<file path="src/rtl/vcache_perf_pkg.sv">
`default_nettype none
// ============================================================================
//  Module   : vcache_perf_pkg
//  Purpose  : Shared event ids, FSM states and sizing helper for the vcache
//             performance-counter bank.
//  Revision : 1.0
// ============================================================================
package vcache_perf_pkg;

  localparam int num_perf_events_gp = 5;

  typedef enum logic [2:0] {
    e_ld       = 3'd0,
    e_st       = 3'd1,
    e_ld_miss  = 3'd2,
    e_st_miss  = 3'd3,
    e_miss_cyc = 3'd4
  } vcache_perf_event_e;

  typedef enum logic [0:0] {
    IDLE = 1'b0,
    DUMP = 1'b1
  } vcache_perf_state_e;

  // Index width that stays at least one bit wide for a single-entry range.
  function automatic int safe_clog2(input int n);
    return (n <= 1) ? 1 : $clog2(n);
  endfunction

endpackage
`default_nettype wire

</file>
<file path="src/rtl/vcache_perf_ctr_bank_if.sv">
`default_nettype none
// ============================================================================
//  Module   : vcache_perf_ctr_bank_if
//  Purpose  : Valid/yumi record stream from the counter bank to a stats sink.
//  Revision : 1.0
// ============================================================================
interface vcache_perf_ctr_bank_if
  import vcache_perf_pkg::*;
#(
  parameter int num_banks_p = 1,
  parameter int ctr_width_p = 32,
  parameter int tag_width_p = 32
);

  localparam int c_bank_width = safe_clog2(num_banks_p);

  logic                    stat_v_o;
  logic                    stat_yumi_i;
  logic [c_bank_width-1:0] stat_bank_o;
  logic [2:0]              stat_event_o;
  logic [ctr_width_p-1:0]  stat_count_o;
  logic                    stat_sat_o;
  logic [tag_width_p-1:0]  stat_tag_o;
  logic [31:0]             stat_gctr_o;

  modport master (
    output stat_v_o, stat_bank_o, stat_event_o, stat_count_o,
           stat_sat_o, stat_tag_o, stat_gctr_o,
    input  stat_yumi_i
  );

  modport slave (
    input  stat_v_o, stat_bank_o, stat_event_o, stat_count_o,
           stat_sat_o, stat_tag_o, stat_gctr_o,
    output stat_yumi_i
  );

endinterface
`default_nettype wire

</file>
<file path="src/rtl/vcache_perf_sat_ctr.sv">
`default_nettype none
// ============================================================================
//  Module   : vcache_perf_sat_ctr
//  Purpose  : Saturating event counter with clear-load and sticky sat flag.
//  Revision : 1.0
// ============================================================================
module vcache_perf_sat_ctr #(
  parameter int width_p = 32
) (
  input  logic               clk_i,
  input  logic               reset_i,
  input  logic               inc_i,
  input  logic               clear_i,
  output logic [width_p-1:0] count_o,
  output logic               sat_o
);

  logic [width_p-1:0] count_q, count_d;
  logic               sat_q, sat_d;

  // Sat marks a lost event: an increment arriving while already all-ones.
  always_comb begin
    count_d = count_q;
    sat_d   = sat_q;
    if (clear_i) begin
      count_d = {{(width_p-1){1'b0}}, inc_i};
      sat_d   = 1'b0;
    end else if (inc_i) begin
      if (&count_q) begin
        sat_d = 1'b1;
      end else begin
        count_d = count_q + width_p'(1);
      end
    end
  end

  always_ff @(posedge clk_i) begin
    if (reset_i) begin
      count_q <= '0;
      sat_q   <= 1'b0;
    end else begin
      count_q <= count_d;
      sat_q   <= sat_d;
    end
  end

  assign count_o = count_q;
  assign sat_o   = sat_q;

endmodule
`default_nettype wire

</file>
<file path="src/rtl/vcache_perf_ctr_bank.sv">
`default_nettype none
// ============================================================================
//  Module   : vcache_perf_ctr_bank
//  Purpose  : Per-bank vcache event counters with snapshot and record dump.
//  Revision : 1.0
// ============================================================================
module vcache_perf_ctr_bank
  import vcache_perf_pkg::*;
#(
  parameter int num_banks_p     = 1,
  parameter int ctr_width_p     = 32,
  parameter int tag_width_p     = 32,
  parameter bit clear_on_snap_p = 1'b0
) (
  input  logic                   clk_i,
  input  logic                   reset_i,
  input  logic [num_banks_p-1:0] resp_v_i,
  input  logic [num_banks_p-1:0] resp_ld_i,
  input  logic [num_banks_p-1:0] resp_st_i,
  input  logic [num_banks_p-1:0] resp_miss_i,
  input  logic [num_banks_p-1:0] miss_busy_i,
  input  logic [31:0]            global_ctr_i,
  input  logic                   print_stat_v_i,
  input  logic [tag_width_p-1:0] print_stat_tag_i,
  output logic                   busy_o,
  output logic [15:0]            drop_cnt_o,
  vcache_perf_ctr_bank_if.master stat_if
);

  localparam int c_bank_width = safe_clog2(num_banks_p);
  localparam int c_num_ctrs   = num_banks_p * num_perf_events_gp;
  localparam int c_idx_width  = safe_clog2(c_num_ctrs);
  localparam logic [c_bank_width-1:0] c_last_bank = c_bank_width'(num_banks_p - 1);

  vcache_perf_state_e      state_q, state_d;
  logic [c_bank_width-1:0] bank_q, bank_d;
  logic [2:0]              event_q, event_d;
  logic [c_idx_width-1:0]  idx_q, idx_d;
  logic [15:0]             drop_q, drop_d;
  logic [tag_width_p-1:0]  tag_q;
  logic [31:0]             gctr_q;
  logic [ctr_width_p-1:0]  shadow_cnt_q [c_num_ctrs];
  logic [c_num_ctrs-1:0]   shadow_sat_q;

  logic [c_num_ctrs-1:0]   w_inc;
  logic [c_num_ctrs-1:0]   w_live_sat;
  logic [ctr_width_p-1:0]  w_live_cnt [c_num_ctrs];
  logic                    w_snap;
  logic                    w_clear;
  logic                    w_dump;
  logic                    w_last_rec;

  assign w_dump     = (state_q == DUMP);
  assign w_snap     = (state_q == IDLE) & print_stat_v_i;
  assign w_clear    = w_snap & clear_on_snap_p;
  assign w_last_rec = (event_q == e_miss_cyc) && (bank_q == c_last_bank);

  // Counters are laid out bank-major so the dump index is a plain increment.
  for (genvar b = 0; b < num_banks_p; b++) begin : g_bank
    assign w_inc[b*num_perf_events_gp + int'(e_ld)]      = resp_v_i[b] & resp_ld_i[b];
    assign w_inc[b*num_perf_events_gp + int'(e_st)]      = resp_v_i[b] & resp_st_i[b];
    assign w_inc[b*num_perf_events_gp + int'(e_ld_miss)] = resp_v_i[b] & resp_ld_i[b] & resp_miss_i[b];
    assign w_inc[b*num_perf_events_gp + int'(e_st_miss)] = resp_v_i[b] & resp_st_i[b] & resp_miss_i[b];
    assign w_inc[b*num_perf_events_gp + int'(e_miss_cyc)] = miss_busy_i[b] & ~resp_v_i[b];

    for (genvar e = 0; e < num_perf_events_gp; e++) begin : g_evt
      vcache_perf_sat_ctr #(
        .width_p (ctr_width_p)
      ) u_ctr (
        .clk_i   (clk_i),
        .reset_i (reset_i),
        .inc_i   (w_inc[b*num_perf_events_gp + e]),
        .clear_i (w_clear),
        .count_o (w_live_cnt[b*num_perf_events_gp + e]),
        .sat_o   (w_live_sat[b*num_perf_events_gp + e])
      );
    end
  end

  always_comb begin
    state_d = state_q;
    bank_d  = bank_q;
    event_d = event_q;
    idx_d   = idx_q;
    drop_d  = drop_q;
    case (state_q)
      IDLE: begin
        if (print_stat_v_i) begin
          state_d = DUMP;
          bank_d  = '0;
          event_d = '0;
          idx_d   = '0;
        end
      end
      DUMP: begin
        if (print_stat_v_i && (drop_q != 16'hFFFF)) begin
          drop_d = drop_q + 16'd1;
        end
        if (stat_if.stat_yumi_i) begin
          if (w_last_rec) begin
            state_d = IDLE;
            bank_d  = '0;
            event_d = '0;
            idx_d   = '0;
          end else begin
            idx_d = idx_q + c_idx_width'(1);
            if (event_q == e_miss_cyc) begin
              event_d = '0;
              bank_d  = bank_q + c_bank_width'(1);
            end else begin
              event_d = event_q + 3'd1;
            end
          end
        end
      end
      default: state_d = IDLE;
    endcase
  end

  always_ff @(posedge clk_i) begin
    if (reset_i) begin
      state_q      <= IDLE;
      bank_q       <= '0;
      event_q      <= '0;
      idx_q        <= '0;
      drop_q       <= '0;
      tag_q        <= '0;
      gctr_q       <= '0;
      shadow_sat_q <= '0;
      for (int i = 0; i < c_num_ctrs; i++) begin
        shadow_cnt_q[i] <= '0;
      end
    end else begin
      state_q <= state_d;
      bank_q  <= bank_d;
      event_q <= event_d;
      idx_q   <= idx_d;
      drop_q  <= drop_d;
      if (w_snap) begin
        tag_q        <= print_stat_tag_i;
        gctr_q       <= global_ctr_i;
        shadow_sat_q <= w_live_sat;
        for (int i = 0; i < c_num_ctrs; i++) begin
          shadow_cnt_q[i] <= w_live_cnt[i];
        end
      end
    end
  end

  assign busy_o               = w_dump;
  assign drop_cnt_o           = drop_q;
  assign stat_if.stat_v_o     = w_dump;
  assign stat_if.stat_bank_o  = bank_q;
  assign stat_if.stat_event_o = event_q;
  assign stat_if.stat_count_o = w_dump ? shadow_cnt_q[idx_q] : '0;
  assign stat_if.stat_sat_o   = w_dump & shadow_sat_q[idx_q];
  assign stat_if.stat_tag_o   = w_dump ? tag_q : '0;
  assign stat_if.stat_gctr_o  = w_dump ? gctr_q : '0;

endmodule
`default_nettype wire

</file>
<file path="src/flat_wrapper.sv">
// flat-port wrapper written by rule: the top's interface ports become plain ports
module vcache_perf_ctr_bank_flat import vcache_perf_pkg::*;
#(
  parameter int num_banks_p     = 1,
  parameter int ctr_width_p     = 32,
  parameter int tag_width_p     = 32,
  parameter bit clear_on_snap_p = 1'b0
)
  (clk_i, reset_i, resp_v_i, resp_ld_i, resp_st_i, resp_miss_i, miss_busy_i, global_ctr_i, print_stat_v_i, print_stat_tag_i, busy_o, drop_cnt_o, stat_if_stat_v_o, stat_if_stat_bank_o, stat_if_stat_event_o, stat_if_stat_count_o, stat_if_stat_sat_o, stat_if_stat_tag_o, stat_if_stat_gctr_o, stat_if_stat_yumi_i);
  vcache_perf_ctr_bank_if #(.num_banks_p(num_banks_p), .ctr_width_p(ctr_width_p), .tag_width_p(tag_width_p)) stat_if_i ();
  input  logic clk_i;
  input  logic reset_i;
  input  logic [num_banks_p-1:0] resp_v_i;
  input  logic [num_banks_p-1:0] resp_ld_i;
  input  logic [num_banks_p-1:0] resp_st_i;
  input  logic [num_banks_p-1:0] resp_miss_i;
  input  logic [num_banks_p-1:0] miss_busy_i;
  input  logic [31:0] global_ctr_i;
  input  logic print_stat_v_i;
  input  logic [tag_width_p-1:0] print_stat_tag_i;
  output logic busy_o;
  output logic [15:0] drop_cnt_o;
  output wire logic [$bits(stat_if_i.stat_v_o)-1:0] stat_if_stat_v_o;
  output wire logic [$bits(stat_if_i.stat_bank_o)-1:0] stat_if_stat_bank_o;
  output wire logic [$bits(stat_if_i.stat_event_o)-1:0] stat_if_stat_event_o;
  output wire logic [$bits(stat_if_i.stat_count_o)-1:0] stat_if_stat_count_o;
  output wire logic [$bits(stat_if_i.stat_sat_o)-1:0] stat_if_stat_sat_o;
  output wire logic [$bits(stat_if_i.stat_tag_o)-1:0] stat_if_stat_tag_o;
  output wire logic [$bits(stat_if_i.stat_gctr_o)-1:0] stat_if_stat_gctr_o;
  input wire logic [$bits(stat_if_i.stat_yumi_i)-1:0] stat_if_stat_yumi_i;
  assign stat_if_stat_v_o = stat_if_i.stat_v_o;
  assign stat_if_stat_bank_o = stat_if_i.stat_bank_o;
  assign stat_if_stat_event_o = stat_if_i.stat_event_o;
  assign stat_if_stat_count_o = stat_if_i.stat_count_o;
  assign stat_if_stat_sat_o = stat_if_i.stat_sat_o;
  assign stat_if_stat_tag_o = stat_if_i.stat_tag_o;
  assign stat_if_stat_gctr_o = stat_if_i.stat_gctr_o;
  assign stat_if_i.stat_yumi_i = stat_if_stat_yumi_i;
  vcache_perf_ctr_bank #(.num_banks_p(num_banks_p), .ctr_width_p(ctr_width_p), .tag_width_p(tag_width_p), .clear_on_snap_p(clear_on_snap_p)) u_core (.clk_i(clk_i), .reset_i(reset_i), .resp_v_i(resp_v_i), .resp_ld_i(resp_ld_i), .resp_st_i(resp_st_i), .resp_miss_i(resp_miss_i), .miss_busy_i(miss_busy_i), .global_ctr_i(global_ctr_i), .print_stat_v_i(print_stat_v_i), .print_stat_tag_i(print_stat_tag_i), .busy_o(busy_o), .drop_cnt_o(drop_cnt_o), .stat_if(stat_if_i));
endmodule
</file>
<file path="config.mk">
export PLATFORM = sky130hd
export DESIGN_NAME = vcache_perf_ctr_bank_flat
export DESIGN_NICKNAME = d
export VERILOG_FILES = /design/src/rtl/vcache_perf_pkg.sv /design/src/rtl/vcache_perf_ctr_bank_if.sv /design/src/rtl/vcache_perf_sat_ctr.sv /design/src/rtl/vcache_perf_ctr_bank.sv /design/src/flat_wrapper.sv
export SDC_FILE = /design/constraint.sdc
export NUM_CORES = 1
export LEC_CHECK = 0
export CORE_MARGIN = 2
export CORE_UTILIZATION = 52
export CTS_CLUSTER_DIAMETER = 30
export CTS_CLUSTER_SIZE = 12
export DETAILED_ROUTE_END_ITERATION = 10
export PLACE_DENSITY = 0.77
export SLEW_MARGIN = 10
export SYNTH_ARGS = -nofsm -noshare
export SYNTH_HDL_FRONTEND = slang
export SYNTH_SLANG_ARGS = --single-unit
</file>
<file path="constraint.sdc">
create_clock -name clk_i -period 4.8 [get_ports clk_i]
set_input_delay 0.72 -clock clk_i [delete_from_list [all_inputs] [get_ports clk_i]]
set_output_delay 0.72 -clock clk_i [all_outputs]
set_load 0.01 [all_outputs]
</file>
Yosys cells after proc, flatten, opt, wreduce, memory -nomap -nowiden --
Memory sizes are Yosys's and may differ from the RTL's. A register that Yosys moved wholly into a read port is not among the register bits. Cells that the tools add are included.
Word-level totals: register bits after elaboration 258, RAM bits 160, word-level logic and storage cells 108, memories 1
Operators by class: add/sub/neg operators 9, $lt $le $gt $ge 1, equal/unequal tests 5, mux-type cells 34, bitwise operators 20, reduce and logical (&&, ||, !) cells 20
Memory list:
- u_core.shadow_cnt_q | words 5, bits a word 32, rd ports 1, clocked after Yosys merged registers in 1, write ports 5, RTL line vcache_perf_ctr_bank.sv:42 | logic [ctr_width_p-1:0] shadow_cnt_q [c_num_ctrs];
Operators with widths (number):
- 32-bit 2-to-1 mux | 8
- 33-bit AND reduction | 5
- 32-bit by 1-bit adder with 32-bit output, second input constant | 5
- 32-bit AND reduction | 5
- 3-bit 2-to-1 mux | 8
- 16-bit by 1-bit adder with 16-bit output, second input constant | 1
- 16-bit inequality test, second input constant | 1
- 2-bit AND reduction | 7
- 1-bit 2-to-1 mux | 13
- 3-bit case mux with 2 select lines | 2
- 1-bit NOT | 8
- 1-bit AND | 7
- 3-bit by 1-bit adder with 3-bit output, second input constant | 2
- 1-bit bitwise OR | 5
- 3-bit by 4-bit less-than comparator with 1-bit output, second input constant | 1
- 2-bit inequality test, second input constant | 2
- 1-bit case mux with 2 select lines | 2
- 1-bit binary-select mux with 3-bit select | 1
- 3-bit equality test, second input constant | 1
- 3-bit inequality test, second input constant | 1
- 3-bit AND reduction | 1
- 1-bit logical AND | 2
- 1-bit adder, second input constant | 1

Longest topological paths before layout --
Gate-level depths: netlist of run 1.
depth in word-level cells 7, mapped depth 8, gate-level depth less buffers 7

Hierarchy --
Synthesis of run 1 repeated with hierarchy kept, for this count alone.
Unflattened totals: cell total of the unflattened synthesis 1840, area total of the unflattened synthesis 19351.1 um^2
Modules (own cells, without submodules):
- vcache_perf_ctr_bank | times used 1, cells an instance 836, area each 11020.6 um^2, sequential area each 6726.5 um^2
- vcache_perf_sat_ctr at u_core.g_bank[0].g_evt[0].u_ctr ... | times used 4, cells an instance 199, area each 1651.6 um^2, sequential area each 660.6 um^2
- vcache_perf_sat_ctr at u_core.g_bank[0].g_evt[4].u_ctr | times used 1, cells an instance 208, area each 1724.2 um^2, sequential area each 660.6 um^2

Worst setup path before layout of run 1 --
OpenSTA, ideal clock, no wires.
path type input port to flip-flop, from input reset_i, to memory u_core.shadow_cnt_q[0][0] (enable), arrival time 4.396 ns, data required time 4.288 ns, setup slack -0.107 ns, stages on the path 4, path buffers 2, path through clkbuf_1 nor2_1 clkbuf_1 inv_1
RTL lines:
- start, declared | RTL line flat_wrapper.sv:12 | input logic reset_i;
- end, declared | RTL line vcache_perf_ctr_bank.sv:42

==> flow_summary.toml, run 1 <==
[status]
status = "finished, final reports clean"

[floorplanning]
die_h_um = 196.0
core_mm2 = 0.03643
die_w_um = 196.0
ioPinCount = 192
die_area_mm2 = 0.03843
placementRows = 70
initial_utilization = 0.5263

[clock_tree]
clock_sinks = 421
htreeDepth = 3
cts_buffers = 86
cts_hold_buf = 0
cts_setup_buffers = 0
root_buffer = "clkbuf_16"
cts_resized = 0
cts_tree = "yes"
clockBufferDepth = 3
clk_latency_ns = 0.61
path_clk_slew_ns = 0.05

[synthesis]
syn_area_mm2 = 0.01918
synth_top_flop_cell = "dfxtp_1"
yosysWarningCount = 0
synth_cell_types = 65
async_flop_share = 0
synthesis.instances = 1835
synth_area_per_cell_um2 = 10.45
ys_seq_elements = 421
ys_seq_area_frac = 0.5230
syn-num-nets = 1917
synth_edf_count = 160

[global_route]
grt.total_usage = 0.2670
grt_pass1_wl_mm = 80.91
grt_max_degree = 205
grt_pass1_vias = 14780
antenna_found_initial = 0
overflow = 0

[worst_setup_path]
crit_path_start_kind = "register"
max_stage_delay_ns = 0.65
crit_chain = "buf_4, mux4_2, mux2i_1, nor2b_1, clkdlybuf4s50_1"
critPathRequiredTime_ns = 4.08
path_class = "register to output pin"
critPathMaxFanout = 20
arrival_ns = 3.13
end_kind = "output pin"
crit_slowest_cell = "dfxtp_2"

[timing]
rsz0062_at_grt = "no"
finalSetupTns_ns = 0
skew_ns = 0.01918
slew_headroom = 0.1763
finalCritPeriodShare = 0.8020
setup_viol = 0
worstMarginPinSlew_ns = 1.224
hold_viol = 0
finalMaxSlewViolations = 0
fmax_mhz = 259.8
period_minus_slack_ns = 3.850

[pwr]
vdd_ir_drop_max_mv = 0.2692
netSwitchingFraction = 0.2198
p_per_area_mw_per_mm2 = 434.4
pwr-share-clk = 0.590
combPwrFrac = 0.043
p_seq_frac = 0.366
power_switching_uw = 2344
power.leakage_uw = 0.008518
internal-power_uw = 8320

[job]
drv_cap = 0

[final_layout]
area_growth_pct = 28.00
nNetsFinal = 2104
final_core_util = 0.6737
diodes = 0
layout_common_cells = "dfxtp_1 (258), and2_1 (215), clkdlybuf4s50_1 (190), edfxtp_1 (160), nor2_1 (124)"
drive_gt1_frac = 0.1198
fill_cells = 2566
final_common_cell = "dfxtp_1"
stdcell_count = 2564

[detailed_routing]
vias_per_cell = 6.026
ant_nets = 0
routed-via-count = 15450
drc = 0
first_iter_violations = 1297
drt_wl_total_mm = 51.89
first_pass_iters = 5
wl_per_cell_um = 20.24

[placement]
place_hpwl_mm = 33.82
numPortBuffers = 191
dp_cells = 2402
gp_routability_congestion = 0.8903

[hold_path]
min_path_type = "register to register"
path summary, 6_finish.rpt:
check	from	end	slack, ns	cells past startpoint
setup / recovery	register	stat_if_stat_count_o[20]	0.95	5
setup reg to reg	u_core.g_bank[0].g_evt[1].u_ctr.count_o[3]	u_core.g_bank[0].g_evt[1].u_ctr.count_o[6]	1.63	6
hold reg to reg	u_core.stat_if.stat_bank_o	u_core.stat_if.stat_bank_o	0.46	2
hold / removal	u_core.stat_if.stat_bank_o	u_core.stat_if.stat_bank_o	0.46	2
Yosys cell counts, types with 33 or more instances:
cell	number	share of area
dfxtp_1	261	0.27
and2_1	215	0.070
edfxtp_1	160	0.25
nor2_1	126	0.025
a21oi_1	93	0.024
clkbuf_1	85	0.017
nand2_1	76	0.015
a22o_1	69	0.032
o21ai_0	69	0.018
or3_1	62	0.020
nand3_1	60	0.016
nor2b_1	60	0.020
nand4_1	53	0.017
nor3_1	41	0.011
xnor2_1	37	0.017
mux2i_1	36	0.019
mux4_2	33	0.039
cells by family after synthesis:
logic type               Yosys count  synth area share
multiplexers                      90           0.06988
buffers and inverters            137           0.02786
XOR/XNOR                          55           0.02512
adder cells (fa/ha/maj)            9          0.005872
flip-flops                       421            0.5230
AO/OA/AOI/OAI                    308            0.1065
AND/OR/NAND/NOR                  815            0.2418
cell type report:
class                      count  area (um2)  area share
timing repair buffer         208        2091     0.08517
clock inverter                52       767.0     0.03125
clock buffer                 110        2333     0.09506
tap                          468       585.6     0.02385
multi-input combinational   1277        8628      0.3515
sequential                   421       10030      0.4087
inverter                      28       108.9    0.004434
worst max-delay path: cells and delay by family (launching register included):
family,cells,cell delay (ns)
buffers and inverters,2,0.95
DFF,1,0.65
muxes,2,0.82
and+or+nand+nor,1,0.08
sequential cells by signal, summed over array words and instances, names as in the netlist, named ones only:
| register | flops |
|---|---|
| u_core.g_bank.g_evt.u_ctr.sat_o | 5 |
| u_core.g_bank.g_evt.u_ctr.count_o | 160 |
| u_core.shadow_cnt_q | 160 |
| u_core.gctr_q | 32 |
| u_core.stat_if.stat_bank_o | 1 |
| u_core.tag_q | 32 |
| u_core.idx_q | 3 |
| u_core.shadow_sat_q | 5 |
| u_core.drop_cnt_o | 16 |
| u_core.stat_if.stat_event_o | 3 |
| u_core.busy_o | 1 |
power by group through the flow:
stage / sequential [uW] / combinational (uW) / clock, uW
floorplan: 3940 / 258 / 0
global placement: 3960 / 454 / 0
detailed placement: 3960 / 461 / 0
CTS: 3900 / 465 / 6340
global route: 3910 / 498 / 6510
finish: 3910 / 463 / 6290
through the flow:
step | instance area (um2) | total power, uW | hold slack, ns | setup WS (ns)
after floorplan | 19180 | 4195 | 0.4252 | 0.4033
after global placement | 21450 | 4415 | 0.4374 | 1.296
after detailed placement | 21450 | 4426 | 0.4521 | 1.182
after CTS | 24550 | 10710 | 0.4590 | 0.8806
after global routing | 24550 | 10920 | 0.4704 | 0.7424
final | 24550 | 10660 | 0.4619 | 0.9502
metal layers:
metal	global-route usage	up-vias	share of wire	wire length (um)
met3	0.06619	133	0.088	4547
li1	-	7158	-	-
met5	0	-	0	0
met4	0.09877	0	0.032	1646
met1	0.3472	7385	0.41	21520
met2	0.4339	775	0.47	24180
Note: power is estimated with default switching activity, not from simulation.
==> run 2, diff against run 1 <==
- CORE_UTILIZATION: 52 -> 57
- PLACE_DENSITY: 0.77 -> 0.8
- clock period: 4.8 -> 4 ns (I/O delays scaled with it)
==> run 2 against run 1 <==
Net effect: worst hold slack worse by 0.043 ns; critical endpoint is now stat_if_stat_count_o[14]; cell count shrank 1.4%; via count increased by 0.33%; register-to-register slack lost 0.51 ns; wire length about the same; setup slack lost 0.41 ns; largest power group unchanged; largest cell class unchanged; cell area shrank 2.1%; critical path depth stayed put; global-route usage rose by 2.5 points; clock skew rose by 0.013 ns.
==> flow_summary.toml, run 2 (synthesized netlist as in run 1, its figures left out) <==
[worst_setup_path]
critPathRequiredTime_ns = 3.40
crit_path_start_kind = "register"
path_class = "register to output pin"
arrival_ns = 2.86
crit_chain = "buf_12, mux4_2, mux2i_1, nor2b_1, clkdlybuf4s50_1"
crit_slowest_cell = "dfxtp_2"
critPathMaxFanout = 19
ff2ff_setup_slack_ns = 1.12
reg2reg_to = "u_core.g_bank[0].g_evt[1].u_ctr.count_o[5]"
critical_path.top_delay_family = "buffers and inverters"
end_kind = "output pin"
timing.rr.start = "u_core.g_bank[0].g_evt[1].u_ctr.count_o[3]"
reg2regPathDepth = 6
worstPathBufferInverterCount = 2
max_stage_delay_ns = 0.68

[timing]
period_minus_slack_ns = 3.457
finalSetupTns_ns = 0
skew_ns = 0.03236
finalMaxSlewViolations = 0
hold_viol = 0
slew_headroom = 0.3285
worstMarginPinSlew_ns = 1.007
rsz0062_at_grt = "no"
setup_viol = 0
finalCritPeriodShare = 0.8642
fmax_mhz = 289.3

[pwr]
netSwitchingFraction = 0.2233
combPwrFrac = 0.047
p_per_area_mw_per_mm2 = 482.9
pwr-share-clk = 0.549
power_switching_uw = 2592
p_seq_frac = 0.404
internal-power_uw = 9015
vdd_ir_drop_max_mv = 0.3350
power.leakage_uw = 0.008309

[final_layout]
final_core_util = 0.7204
area_growth_pct = 25.33
final_common_cell = "dfxtp_1"
design_area_mm2 = 0.02404
layout_common_cells = "dfxtp_1 (258), and2_1 (215), clkdlybuf4s50_1 (190), edfxtp_1 (160), nor2_1 (124)"
drive_gt1_frac = 0.1117
nNetsFinal = 2095

[detailed_routing]
drt_wl_total_mm = 51.90
ant_nets = 0
vias_per_cell = 6.135
routed-via-count = 15500
first_iter_violations = 1227
wl_per_cell_um = 20.54
drc = 0
first_pass_iters = 6

[hold_path]
min_path_type = "input port to register"
hold_end = "u_core.g_bank[0].g_evt[4].u_ctr.count_o[11]"
hold_path_depth = 2
worstHoldStart = "reset_i"

[job]
drv_cap = 0

[global_route]
grt_pass1_wl_mm = 81.52
grt.total_usage = 0.2923
grt_max_degree = 180
antenna_found_initial = 4
grt_pass1_vias = 14900
overflow = 0

[floorplanning]
die_w_um = 187.4
die_h_um = 187.4
ioPinCount = 192
core_mm2 = 0.03336
initial_utilization = 0.5748
placementRows = 67
die_area_mm2 = 0.03513

[clock_tree]
cts_hold_buf = 0
htreeDepth = 3
path_clk_slew_ns = 0.05
cts_tree = "yes"
cts_resized = 0
clk_latency_ns = 0.58
cts_setup_buffers = 0
root_buffer = "clkbuf_16"
cts_buffers = 77
clockBufferDepth = 3
clock_sinks = 421

[placement]
numPortBuffers = 191
gp_routability_congestion = 0.8794
place_hpwl_mm = 35.13
place_area_mm2 = 0.02145

[status]
status = "finished, final reports clean"
==> run 2: cell count changes in the layout (fill, tap and decap cells not counted), sizes merged <==
cell,change
clkinv,+2
inv,+11
clkinvlp,-7
clkbuf,-16
bufinv,-9
diode,+2
==> run 2: area by class of cell <==
cell class                      instances  area [um2]
Clock buffer                           94        2105
Fill cell                            2277        9329
Inverter                               28       108.9
Antenna cell                            2       5.005
Clock inverter                         49       473.0
Multi-Input combinational cell       1277        8635
Timing Repair Buffer                  208        2116
Tap cell                              448       560.5
Sequential cell                       421       10030
==> run 2: per-stage QoR <==
stage | worst slack [ns] | power (uW) | cells | hold WS (ns)
final | 0.5434 | 11610 | 2527 | 0.4192
after global routing | 0.3647 | 11920 | 2527 | 0.4506
after CTS | 0.4924 | 11660 | 2525 | 0.4211
after detailed placement | 0.7679 | 5307 | 2382 | 0.4462
after global placement | 0.9247 | 5292 | 2382 | 0.4383
after floorplan | 0.02313 | 5035 | 1835 | 0.4252
==> run 2: worst max path at each step <==
| stage | startpoint | cells after the start | slack [ns] | endpoint |
|---|---|---|---|---|
| 5_1_grt | u_core.busy_o | 3 | 0.36 | stat_if_stat_count_o[13] |
| 6_report | register | 5 | 0.54 | stat_if_stat_count_o[14] |
| 2_1_floorplan | reset_i | 4 | 0.02 | u_core.shadow_cnt_q[0][0] |
| 4_1_cts | register | 5 | 0.49 | stat_if_stat_count_o[14] |
| 3_3_place_gp | resp_v_i | 6 | 0.92 | u_core.g_bank[0].g_evt[3].u_ctr.count_o[17] |
| 3_5_place_dp | resp_v_i | 6 | 0.77 | u_core.g_bank[0].g_evt[3].u_ctr.count_o[20] |
==> run 2: routing by layer <==
layer	global-route usage	part of all wire
met5	0	0.00025
met4	0.1227	0.036
met3	0.06323	0.088
met2	0.4930	0.48
met1	0.3652	0.39
==> run 2: power by group through the flow <==
stage	registers, uW	logic (uW)	clock network (uW)
after floorplan	4720	311	0
after global placement	4760	530	0
after detailed placement	4770	538	0
after CTS	4690	544	6430
after global routing	4700	582	6640
final	4690	544	6370
==> run 2: worst reg2reg max path, cell delays in order (launching register included) <==
cell      delay [ns]
dfxtp_1         0.43
nand4_1         0.33
nor4_1          0.56
and4b_1         0.68
buf_4           0.28
nand4b_1        0.15
mux2_2          0.34
